## config.mk

```make
export PLATFORM = sky130hd
export DESIGN_NAME = mult_share_ctrl_flat
export DESIGN_NICKNAME = d
export VERILOG_FILES = /design/src/rtl/mult_share_ctrl_pkg.sv /design/src/rtl/mult_share_ctrl_if.sv /design/src/rtl/mult_share_ctrl_rr_pick.sv /design/src/rtl/mult_share_ctrl.sv /design/src/flat_wrapper.sv
export SDC_FILE = /design/constraint.sdc
export NUM_CORES = 1
export LEC_CHECK = 0
export ABC_AREA = 1
export ABC_CLOCK_PERIOD_IN_PS = 2750
export BUFFER_PORTS_ARGS = -buffer_cell sky130_fd_sc_hd__buf_4
export CAP_MARGIN = 20
export CORE_MARGIN = 1.5
export CORE_UTILIZATION = 35
export CTS_CLUSTER_SIZE = 25
export DETAILED_ROUTE_END_ITERATION = 10
export PLACE_DENSITY = 0.64
export SYNTH_ARGS = -nofsm -noshare
export SYNTH_HDL_FRONTEND = slang
export SYNTH_HIERARCHICAL = 1
export SYNTH_SLANG_ARGS = --single-unit
```

## constraint.sdc

```tcl
create_clock -name cclk -period 2.75 [get_ports cclk]
set_input_delay 0.275 -clock cclk [delete_from_list [all_inputs] [get_ports cclk]]
set_output_delay 0.275 -clock cclk [all_outputs]
set_load 0.005 [all_outputs]
```

## src/rtl/mult_share_ctrl_pkg.sv

```systemverilog
// Shared definitions for the multiplier-sharing controller.
// Provides FSM state encodings, operand/product widths and their types.
package mult_arb_pkg;

  localparam int OPW = 8;
  localparam int PW  = 16;

  typedef logic [OPW-1:0] opnd_t;
  typedef logic [PW-1:0]  prod_t;

  localparam logic [1:0] IDLE = 2'd0;
  localparam logic [1:0] RUN  = 2'd1;
  localparam logic [1:0] DONE = 2'd2;

endpackage

```

## src/rtl/mult_share_ctrl_if.sv

```systemverilog
// Client-side bus of the shared multiplier controller.
//   req    : level request per client
//   a_in   : operand X per client, slice i = a_in[8*i+7:8*i]
//   b_in   : operand Y per client, same slicing
//   gnt    : one-hot pulse, operands of that client captured
//   done   : one-hot pulse, result valid for that client
//   result : product, held until the next done
//   busy   : high from the grant cycle through the done cycle
// master = client side, slave = controller side.
interface mult_share_if import mult_arb_pkg::*; #(
  parameter int NREQ = 4
);
  logic [NREQ-1:0]     req;
  logic [OPW*NREQ-1:0] a_in;
  logic [OPW*NREQ-1:0] b_in;
  logic [NREQ-1:0]     gnt;
  logic [NREQ-1:0]     done;
  prod_t               result;
  logic                busy;

  modport master (output req, a_in, b_in, input gnt, done, result, busy);
  modport slave  (input req, a_in, b_in, output gnt, done, result, busy);
endinterface

```

## src/rtl/mult_share_ctrl_rr_pick.sv

```systemverilog
// Combinational round-robin picker.
//   req      : request vector
//   last     : index of the most recently served client
//   pick     : one-hot winner, searching from last+1 with wrap
//   pick_idx : binary index of the winner
//   any_req  : at least one request is present
module rr_pick #(
  parameter int NREQ = 4
) (
  input  logic [NREQ-1:0]         req,
  input  logic [$clog2(NREQ)-1:0] last,
  output logic [NREQ-1:0]         pick,
  output logic [$clog2(NREQ)-1:0] pick_idx,
  output logic                    any_req
);
  localparam int IW = $clog2(NREQ);

  // Walk the priority distance from lowest priority (NREQ) to highest (1),
  // so the nearest requester after last overwrites any farther one.
  always_comb begin
    pick     = '0;
    pick_idx = '0;
    any_req  = 1'b0;
    for (int i = NREQ; i >= 1; i--) begin
      for (int j = 0; j < NREQ; j++) begin
        if (req[j] && (j == (int'(last) + i) % NREQ)) begin
          pick     = '0;
          pick[j]  = 1'b1;
          pick_idx = IW'(j);
          any_req  = 1'b1;
        end
      end
    end
  end

endmodule

```

## src/rtl/mult_share_ctrl.sv

```systemverilog
// Time-shares one multiplier_8bit among NREQ requesters.
//   cclk, rstn : clock, asynchronous active-low reset
//   bus        : client bus (req/a_in/b_in in, gnt/done/result/busy out)
//   mul_x/y    : operands to the shared multiplier
//   mul_z      : product from the shared multiplier
//
// state | meaning
// IDLE  | sample req, round-robin pick, capture operands, pulse gnt
// RUN   | count down the multiplier latency
// DONE  | done pulse to owner, result valid, last busy cycle
module mult_share_ctrl import mult_arb_pkg::*; #(
  parameter int NREQ = 4,
  parameter int LAT  = 4,
  parameter int CW   = 3
) (
  input  logic        cclk,
  input  logic        rstn,
  mult_share_if.slave bus,
  output opnd_t       mul_x,
  output opnd_t       mul_y,
  input  prod_t       mul_z
);
  localparam int IW = $clog2(NREQ);

  logic [1:0]      state;
  logic [IW-1:0]   owner;
  logic [IW-1:0]   last;
  logic [CW-1:0]   cnt;
  logic [NREQ-1:0] gnt_q;
  logic [NREQ-1:0] done_q;
  prod_t           result_q;
  logic            busy_q;

  logic [NREQ-1:0] pick;
  logic [IW-1:0]   pick_idx;
  logic            any_req;
  logic [NREQ-1:0] owner_oh;
  opnd_t           sel_a;
  opnd_t           sel_b;

  rr_pick #(.NREQ(NREQ)) u_pick (
    .req      (bus.req),
    .last     (last),
    .pick     (pick),
    .pick_idx (pick_idx),
    .any_req  (any_req)
  );

  always_comb begin
    sel_a    = '0;
    sel_b    = '0;
    owner_oh = '0;
    for (int i = 0; i < NREQ; i++) begin
      if (pick[i]) begin
        sel_a = bus.a_in[OPW*i +: OPW];
        sel_b = bus.b_in[OPW*i +: OPW];
      end
      if (owner == IW'(i)) owner_oh[i] = 1'b1;
    end
  end

  always_ff @(posedge cclk or negedge rstn) begin
    if (!rstn) begin
      state    <= IDLE;
      owner    <= '0;
      last     <= IW'(NREQ-1);
      cnt      <= '0;
      gnt_q    <= '0;
      done_q   <= '0;
      result_q <= '0;
      busy_q   <= 1'b0;
      mul_x    <= '0;
      mul_y    <= '0;
    end else begin
      case (state)
        IDLE: begin
          if (any_req) begin
            owner  <= pick_idx;
            mul_x  <= sel_a;
            mul_y  <= sel_b;
            gnt_q  <= pick;
            busy_q <= 1'b1;
            cnt    <= CW'(LAT);
            state  <= RUN;
          end
        end
        RUN: begin
          gnt_q <= '0;
          cnt   <= cnt - 1'b1;
          if (cnt == CW'(1)) begin
            result_q <= mul_z;
            done_q   <= owner_oh;
            last     <= owner;
            state    <= DONE;
          end
        end
        DONE: begin
          done_q <= '0;
          busy_q <= 1'b0;
          state  <= IDLE;
        end
        default: begin
          gnt_q  <= '0;
          done_q <= '0;
          busy_q <= 1'b0;
          state  <= IDLE;
        end
      endcase
    end
  end

  assign bus.gnt    = gnt_q;
  assign bus.done   = done_q;
  assign bus.result = result_q;
  assign bus.busy   = busy_q;

endmodule

```

## src/flat_wrapper.sv

```systemverilog
// flat-port wrapper written by rule: the top's interface ports become plain ports
module mult_share_ctrl_flat import mult_arb_pkg::*;
#(
  parameter int NREQ = 4,
  parameter int LAT  = 4,
  parameter int CW   = 3
)
  (cclk, rstn, mul_x, mul_y, mul_z, bus_req, bus_a_in, bus_b_in, bus_gnt, bus_done, bus_result, bus_busy);
  mult_share_if #(.NREQ(NREQ)) bus_i ();
  input  logic cclk;
  input  logic rstn;
  output opnd_t mul_x;
  output opnd_t mul_y;
  input  prod_t mul_z;
  input wire logic [$bits(bus_i.req)-1:0] bus_req;
  input wire logic [$bits(bus_i.a_in)-1:0] bus_a_in;
  input wire logic [$bits(bus_i.b_in)-1:0] bus_b_in;
  output wire logic [$bits(bus_i.gnt)-1:0] bus_gnt;
  output wire logic [$bits(bus_i.done)-1:0] bus_done;
  output wire logic [$bits(bus_i.result)-1:0] bus_result;
  output wire logic [$bits(bus_i.busy)-1:0] bus_busy;
  assign bus_i.req = bus_req;
  assign bus_i.a_in = bus_a_in;
  assign bus_i.b_in = bus_b_in;
  assign bus_gnt = bus_i.gnt;
  assign bus_done = bus_i.done;
  assign bus_result = bus_i.result;
  assign bus_busy = bus_i.busy;
  mult_share_ctrl #(.NREQ(NREQ), .LAT(LAT), .CW(CW)) u_core (.cclk(cclk), .rstn(rstn), .bus(bus_i), .mul_x(mul_x), .mul_y(mul_y), .mul_z(mul_z));
endmodule
```

==> flow_summary.yaml, run 1 <==
power:
  vdd.ir_drop.worst_mv: 0.476
  powerDensity_nw_per_um2: 1030
  leakage_nw: 2.31
detailed_routing:
  drt_iter0_drc: 119
  drc: 0
  via_per_inst: 4.62
  ant_nets: 0
  wl_per_cell_um: 12.0
  vias: 3032
  drtPass1Iterations: 4
  drt_wl_total_um: 7870
timing:
  finalHoldViolations: 8
  rsz0062_at_grt: "false"
  max_slew_margin_pct: 57.9
  max_freq_mhz: 428
  clock_skew_ns: 0.00496
  worstMarginPinSlew_ns: 0.632
  tns_ns: 0
  setup_viol: 0
  hold_ws_ns: -0.0203
  period_minus_slack_ns: 2.33
  maxSlewViolCount: 0
  period_share_pct: 84.9
die:
  std_cell_rows: 33
  num_io_pins: 127
  die_area_um2: 8870
  initial_core_util_pct: 35.8
  die_y_um: 94.2
  core-area_um2: 8130
  die_w_um: 94.2
placed_design:
  place_hpwl_um: 6140
  finalWeightedCongestion: 0.947
  portBuffers: 126
  dpl.cell_count: 648
critical_path:
  cp_num_buf_inv: 2
  worst_ep_arrival_time_ns: 2.53
  cpMaxStageDelayCell: "dfstp_2"
  required_ns: 2.95
  cp_slowest_stage_delay_ns: 0.60
  path_cells: "inv_2 > nand2_4 > nand3_1 > o21ai_0 > nand3_1 > a21oi_1 > clkinv_1 > nand3_1 > nand2_1 > nand2_1 > nand2_1"
  start_kind: "flip-flop"
  r2r-start: "u_core/last[0]"
  cp-startpoint: "u_core/last[0]"
  path_class: "flip-flop to flip-flop"
  worstPathMaxFanout: 17
  worst_setup_path_end_kind: "flip-flop"
  crit_family: "simple AND/OR/NAND/NOR gates"
yosys:
  synth_top_family_by_area: "simple AND/OR/NAND/NOR gates"
  syn_area_um2: 2910
  synth_edf_count: 0
  ys_seq_elements: 50
  synth_cell_types: 28
  synth_xor_xnor_area_share_pct: 0.301
  ys.flop_type: "dfrtp_1"
  async_flop_share_pct: 100
  syn_avg_cell_area_um2: 6.77
  syn_inst: 430
  yosysWarnings: 6
  ys_seq_area_share_pct: 43.1
  synthAdderAreaFrac_pct: 0.859
  synth_fp_nets: 518
  yosys.area_share.simple_pct: 39.0
  muxShareOfSynthArea_pct: 0
  synth_compound_area_share_pct: 7.31
clock_network:
  cts_htree_levels: 2
  cts_buffers: 5
  clk_latency_ns: 0.30
  cts-root-buf: "clkbuf_8"
  cts_tree: "done"
  clockBufferDepth: 2
  post_cts_resized: 0
  cts_sinks: 50
  cts_hold_buf: 0
  clk_pin_slew_ns: 0.09
  post_cts_buffers: 0
global_routing:
  grt_pass1_wl_um: 12700
  grtUsageMet3_pct: 5.18
  grt_pass1_vias: 2810
  antenna_found_initial: 0
  grt_remaining_overflow: 0
  use_met2_pct: 29.9
  grt-busiest-layer: "met2"
  grt_use_total_pct: 18.0
  grt_max_degree: 51
  use_met1_pct: 23.3
layout:
  drive_gt1_share_pct: 29.0
  nets: 638
  finalNonFillerCells: 656
  n_antenna_cell: 0
  area_growth_pct: 38.8
outcome:
  violations: "negative hold slack"
  status: "finished with violations"
min_path:
  min_path_type: "input port to asynchronous set/reset pin"
flow_run:
  maxCapViolCount: 0
[metrics by stage]
step | cell area, um2 | power [W] | hold slack (ns) | utilization [%] | setup WS, ns
global route | 4040 | 0.00460 | 0.0201 | 49.7 | 0.174
floorplan | 2910 | 0.00285 | -0.0206 | - | 0.805
global placement | 3950 | 0.00370 | 0.336 | 48.6 | 0.471
finish | 4040 | 0.00415 | -0.0203 | 49.7 | 0.416
detailed placement | 3950 | 0.00375 | 0.341 | 48.6 | 0.431
CTS | 4040 | 0.00419 | 0.00496 | 49.7 | 0.405
[cell type report]
cell class                      instances  area [um2]
Clock buffer                            5        68.8
Multi-Input combinational cell        313        1390
Fill cell                             835        4090
Tap cell                              105         131
Sequential cell                        50        1250
Inverter                               47         176
Timing Repair Buffer                  133         998
Clock inverter                          3        21.3
[report_power, final]
group	switching (W)	internal, W
registers	0.000216	0.00109
logic	0.00143	0.00100
clock network	0.000239	0.000179
[worst paths after layout]
kind	to	slack [ns]	depth (start not counted)
min in group cclk	u_core/bus.result[11]	0.17	3
worst max register to register	u_core/mul_y[3]	0.42	11
worst max-delay path	u_core/mul_y[3]	0.42	11
max in group asynchronous	u_core/bus.gnt[3]	2.34	1
worst min-delay path	u_core/bus.result[5]	-0.02	1
worst min register to register	u_core/bus.done[2]	0.49	2
[logic make-up (layout without fill, tap and decap cells)]
family	Yosys count	after routing
AO/OA/AOI/OAI	41	41
flip-flops	50	50
adder cells (fa/ha/maj)	2	2
AND/OR/NAND/NOR	269	269
buffers and inverters	67	188
XOR/XNOR	1	1
[layer usage]
layer	wire [um]	vias to the layer above
li1	-	1589
met4	76	0
met1	3560	1307
met5	0	-
met3	738	8
met2	3490	128
[cell usage in the layout (no fill, tap or decap), drive strengths merged]
cell and n:
dfrtp 48, o21ai 16, nor2 48, xnor2 1, clkinvlp 1, a211oi 1
or2 1, a22oi 1, nand3 37, buf 133, inv 45, ha 2
nand2 165, dfstp 2, nor3 1, a21oi 22, o31ai 1, clkinv 4
nand4 17, clkbuf 5
[flip-flops by register name, summed over array words and instances, names as in the netlist]
signal,flops
u_core/bus.result,16
u_core/bus.done,4
u_core/mul_y,8
u_core/bus.gnt,4
u_core/state,2
u_core/bus.busy,1
u_core/owner,2
u_core/cnt,3
u_core/last,2
u_core/mul_x,8
[Yosys cell counts (2+ instances only)]
| cell type | instances | area (um2) |
|---|---|---|
| a21oi_1 | 22 | 110 |
| buf_2 | 14 | 70.1 |
| buf_4 | 2 | 15.0 |
| clkbuf_1 | 3 | 11.3 |
| clkinv_1 | 2 | 7.51 |
| dfrtp_1 | 48 | 1200 |
| dfstp_2 | 2 | 52.6 |
| ha_1 | 2 | 25.0 |
| inv_1 | 39 | 146 |
| inv_2 | 6 | 22.5 |
| nand2_1 | 162 | 608 |
| nand2_2 | 2 | 12.5 |
| nand3_1 | 36 | 180 |
| nand4_1 | 17 | 106 |
| nor2_1 | 44 | 165 |
| nor2_2 | 3 | 18.8 |
| o21ai_0 | 8 | 40.0 |
| o21ai_1 | 8 | 40.0 |
No activity file was read; power rests on OpenSTA's default activity.
==> inputs of run 2 (changes only) <==
--- a/config.mk
+++ b/config.mk
@@ -6,7 +6,7 @@
 export NUM_CORES = 1
 export LEC_CHECK = 0
 export ABC_AREA = 1
-export ABC_CLOCK_PERIOD_IN_PS = 2750
+export ABC_CLOCK_PERIOD_IN_PS = 2200
 export BUFFER_PORTS_ARGS = -buffer_cell sky130_fd_sc_hd__buf_4
 export CAP_MARGIN = 20
 export CORE_MARGIN = 1.5
==> constraint.sdc (replaced) <==
create_clock -name cclk -period 2.2 [get_ports cclk]
set_input_delay 0.22 -clock cclk [delete_from_list [all_inputs] [get_ports cclk]]
set_output_delay 0.22 -clock cclk [all_outputs]
set_load 0.005 [all_outputs]
==> run 2 against run 1 <==
Compared with the run above: the flow now finishes without violations; global-route usage grew 0.40 points; setup slack got worse by 0.26 ns; critical path depth grew 3; clock power up 54%; flip-flop and latch count unchanged; via count is 3.7% higher; count of clock-buffer cells in the layout up 2; total power increased by 40%; combinational power grew 48%.
==> flow_summary.yaml, run 2 (synthesis gave the netlist of run 1 again) <==
global_routing:
  grt_max_degree: 51
  grt_pass1_wl_um: 13000
  grt_use_total_pct: 18.4
  antenna_found_initial: 0
  grt_remaining_overflow: 0
  grt_pass1_vias: 2874
die:
  die_w_um: 94.2
  num_io_pins: 127
  die_y_um: 94.2
  std_cell_rows: 33
  initial_core_util_pct: 35.8
  die_area_um2: 8870
  core-area_um2: 8130
placed_design:
  place_area_um2: 4010
  portBuffers: 126
  place_hpwl_um: 6060
  place_ws_ns: -0.121
  finalWeightedCongestion: 0.879
critical_path:
  cpMaxStageDelayCell: "dfstp_2"
  rrSetupSlack_ns: 0.15
  cp_slowest_stage_delay_ns: 0.55
  path_common_cell: "nand2_1"
  path_cells: "buf_4 > nand2_1 > nor2_1 > inv_1 > nand2_1 > inv_2 > nand3_1 > a21oi_2 > buf_4 > buf_4 > a21oi_1 > nand2_1 > nand2_1 > nand2_1"
  worst_setup_path_end_kind: "flip-flop"
  worstPathMaxFanout: 16
  r2r-start: "u_core/last[0]"
  worst_ep_arrival_time_ns: 2.25
  required_ns: 2.41
  path_class: "flip-flop to flip-flop"
  start_kind: "flip-flop"
  cp-startpoint: "u_core/last[0]"
timing:
  worstMarginPinSlew_ns: 0.620
  period_share_pct: 93.1
  maxSlewViolCount: 0
  setup_slack_ns: 0.151
  rsz0062_at_grt: "true"
  setup_viol: 0
  max_freq_mhz: 488
  finalHoldViolations: 0
  clock_skew_ns: 0.00608
  max_slew_margin_pct: 58.7
  period_minus_slack_ns: 2.05
clock_network:
  cts_tree: "done"
  cts_htree_levels: 2
  clk_latency_ns: 0.30
  cts-root-buf: "clkbuf_8"
  clockBufferDepth: 2
  clk_pin_slew_ns: 0.09
  cts_buffers: 5
  cts_sinks: 50
layout:
  multi_input_area_um2: 1460
  largest_reg_flops: 16
  fin_area_um2: 4330
  area_growth_pct: 48.8
  n_fill_cell: 817
  drive_gt1_share_pct: 32.3
  n_antenna_cell: 0
  nets: 657
  layout_common_cells: "nand2_1 (160), buf_4 (143), dfrtp_1 (48)"
  final_common_cell: "nand2_1"
  regArea_um2: 1250
detailed_routing:
  drtPass1Iterations: 4
  via_per_inst: 4.66
  wl_per_cell_um: 12.5
  ant_nets: 0
  vias: 3145
  drt_iter0_drc: 124
  drt_wl_total_um: 8450
  drc: 0
power:
  leakage_nw: 2.44
  powerDensity_nw_per_um2: 1350
  vdd.ir_drop.worst_mv: 0.532
flow_run:
  maxCapViolCount: 0
min_path:
  min_path_type: "input port to flip-flop"
  holdCritStartpoint: "mul_z[13]"
outcome:
  status: "completed"
[run 2: cell types whose count changed in the layout (fill, tap and decap cells not counted), sizes merged]
cell | before | now
buf | 133 | 148
clkbuf | 5 | 9
clkinv | 4 | 2
bufinv | 0 | 1
clkinvlp | 1 | 0
dlygate4sd3 | 0 | 1
nand3 | 37 | 38
[run 2: what timing repair did]
| action | 4_1_cts | 5_1_grt |
|---|---|---|
| pin swaps | 0 | 3 |
| endpoints found under the hold margin | 48 | 0 |
| endpoints found under the setup margin | 16 | 21 |
| gates resized for setup | 1 | 16 |
| hold buffers | 1 | 0 |
| buffers inserted | 0 | 9 |
| gates cloned | 0 | 3 |
[run 2: routing by layer]
| metal | track usage, % | vias up | wire length [um] |
|---|---|---|---|
| met5 | 0 | - | 0 |
| met4 | 4.85 | 0 | 76 |
| met3 | 5.02 | 6 | 798 |
| met2 | 31.0 | 129 | 3860 |
| met1 | 23.1 | 1376 | 3710 |
| li1 | - | 1634 | - |
[run 2: worst paths after layout]
check / end / depth (start not counted)
max: u_core/mul_y[4] / 14
min reg2reg: u_core/bus.result[15] / 2
max reg2reg: u_core/mul_y[4] / 14
min: u_core/bus.result[13] / 3
max in group asynchronous: u_core/mul_x[7] / 2
min in group asynchronous: u_core/bus.result[5] / 2
[run 2: power by group]
| part | switching [W] | leakage [nW] | internal [W] |
|---|---|---|---|
| Clock | 0.000302 | 0.0524 | 0.000341 |
| Combinational | 0.00200 | 1.77 | 0.00160 |
| Sequential | 0.000239 | 0.618 | 0.00136 |
| Total | 0.00254 | 2.44 | 0.00329 |
[run 2: cell type report]
cell class,instances,share of cell area [%]
clock buffer,7,1.76
clock inverter,1,0.693
inverter,47,4.07
multi-input combinational,314,33.6
sequential,50,28.9
tap,105,3.03
timing repair buffer,151,27.9
[run 2: worst max-delay path: cells and delay by family (launching register included)]
kind | cells | cell delay, ns
DFF | 1 | 0.55
buffers and inverters | 5 | 0.57
AOI/OAI and AO/OA | 2 | 0.21
and+or+nand+nor | 7 | 0.63
[run 2: per-stage QoR]
step | util [%] | setup TNS [ns] | hold WS, ns | power, W | std cells
2_1_floorplan | - | 0 | -0.0756 | 0.00356 | 430
3_3_place_gp | 49.3 | -0.848 | 0.286 | 0.00475 | 654
3_5_place_dp | 49.3 | -1.56 | 0.288 | 0.00478 | 654
4_1_cts | 50.8 | 0 | 0.105 | 0.00545 | 663
5_1_grt | 53.3 | -0.122 | 0.113 | 0.00637 | 675
6_report | 53.3 | 0 | 0.109 | 0.00583 | 675
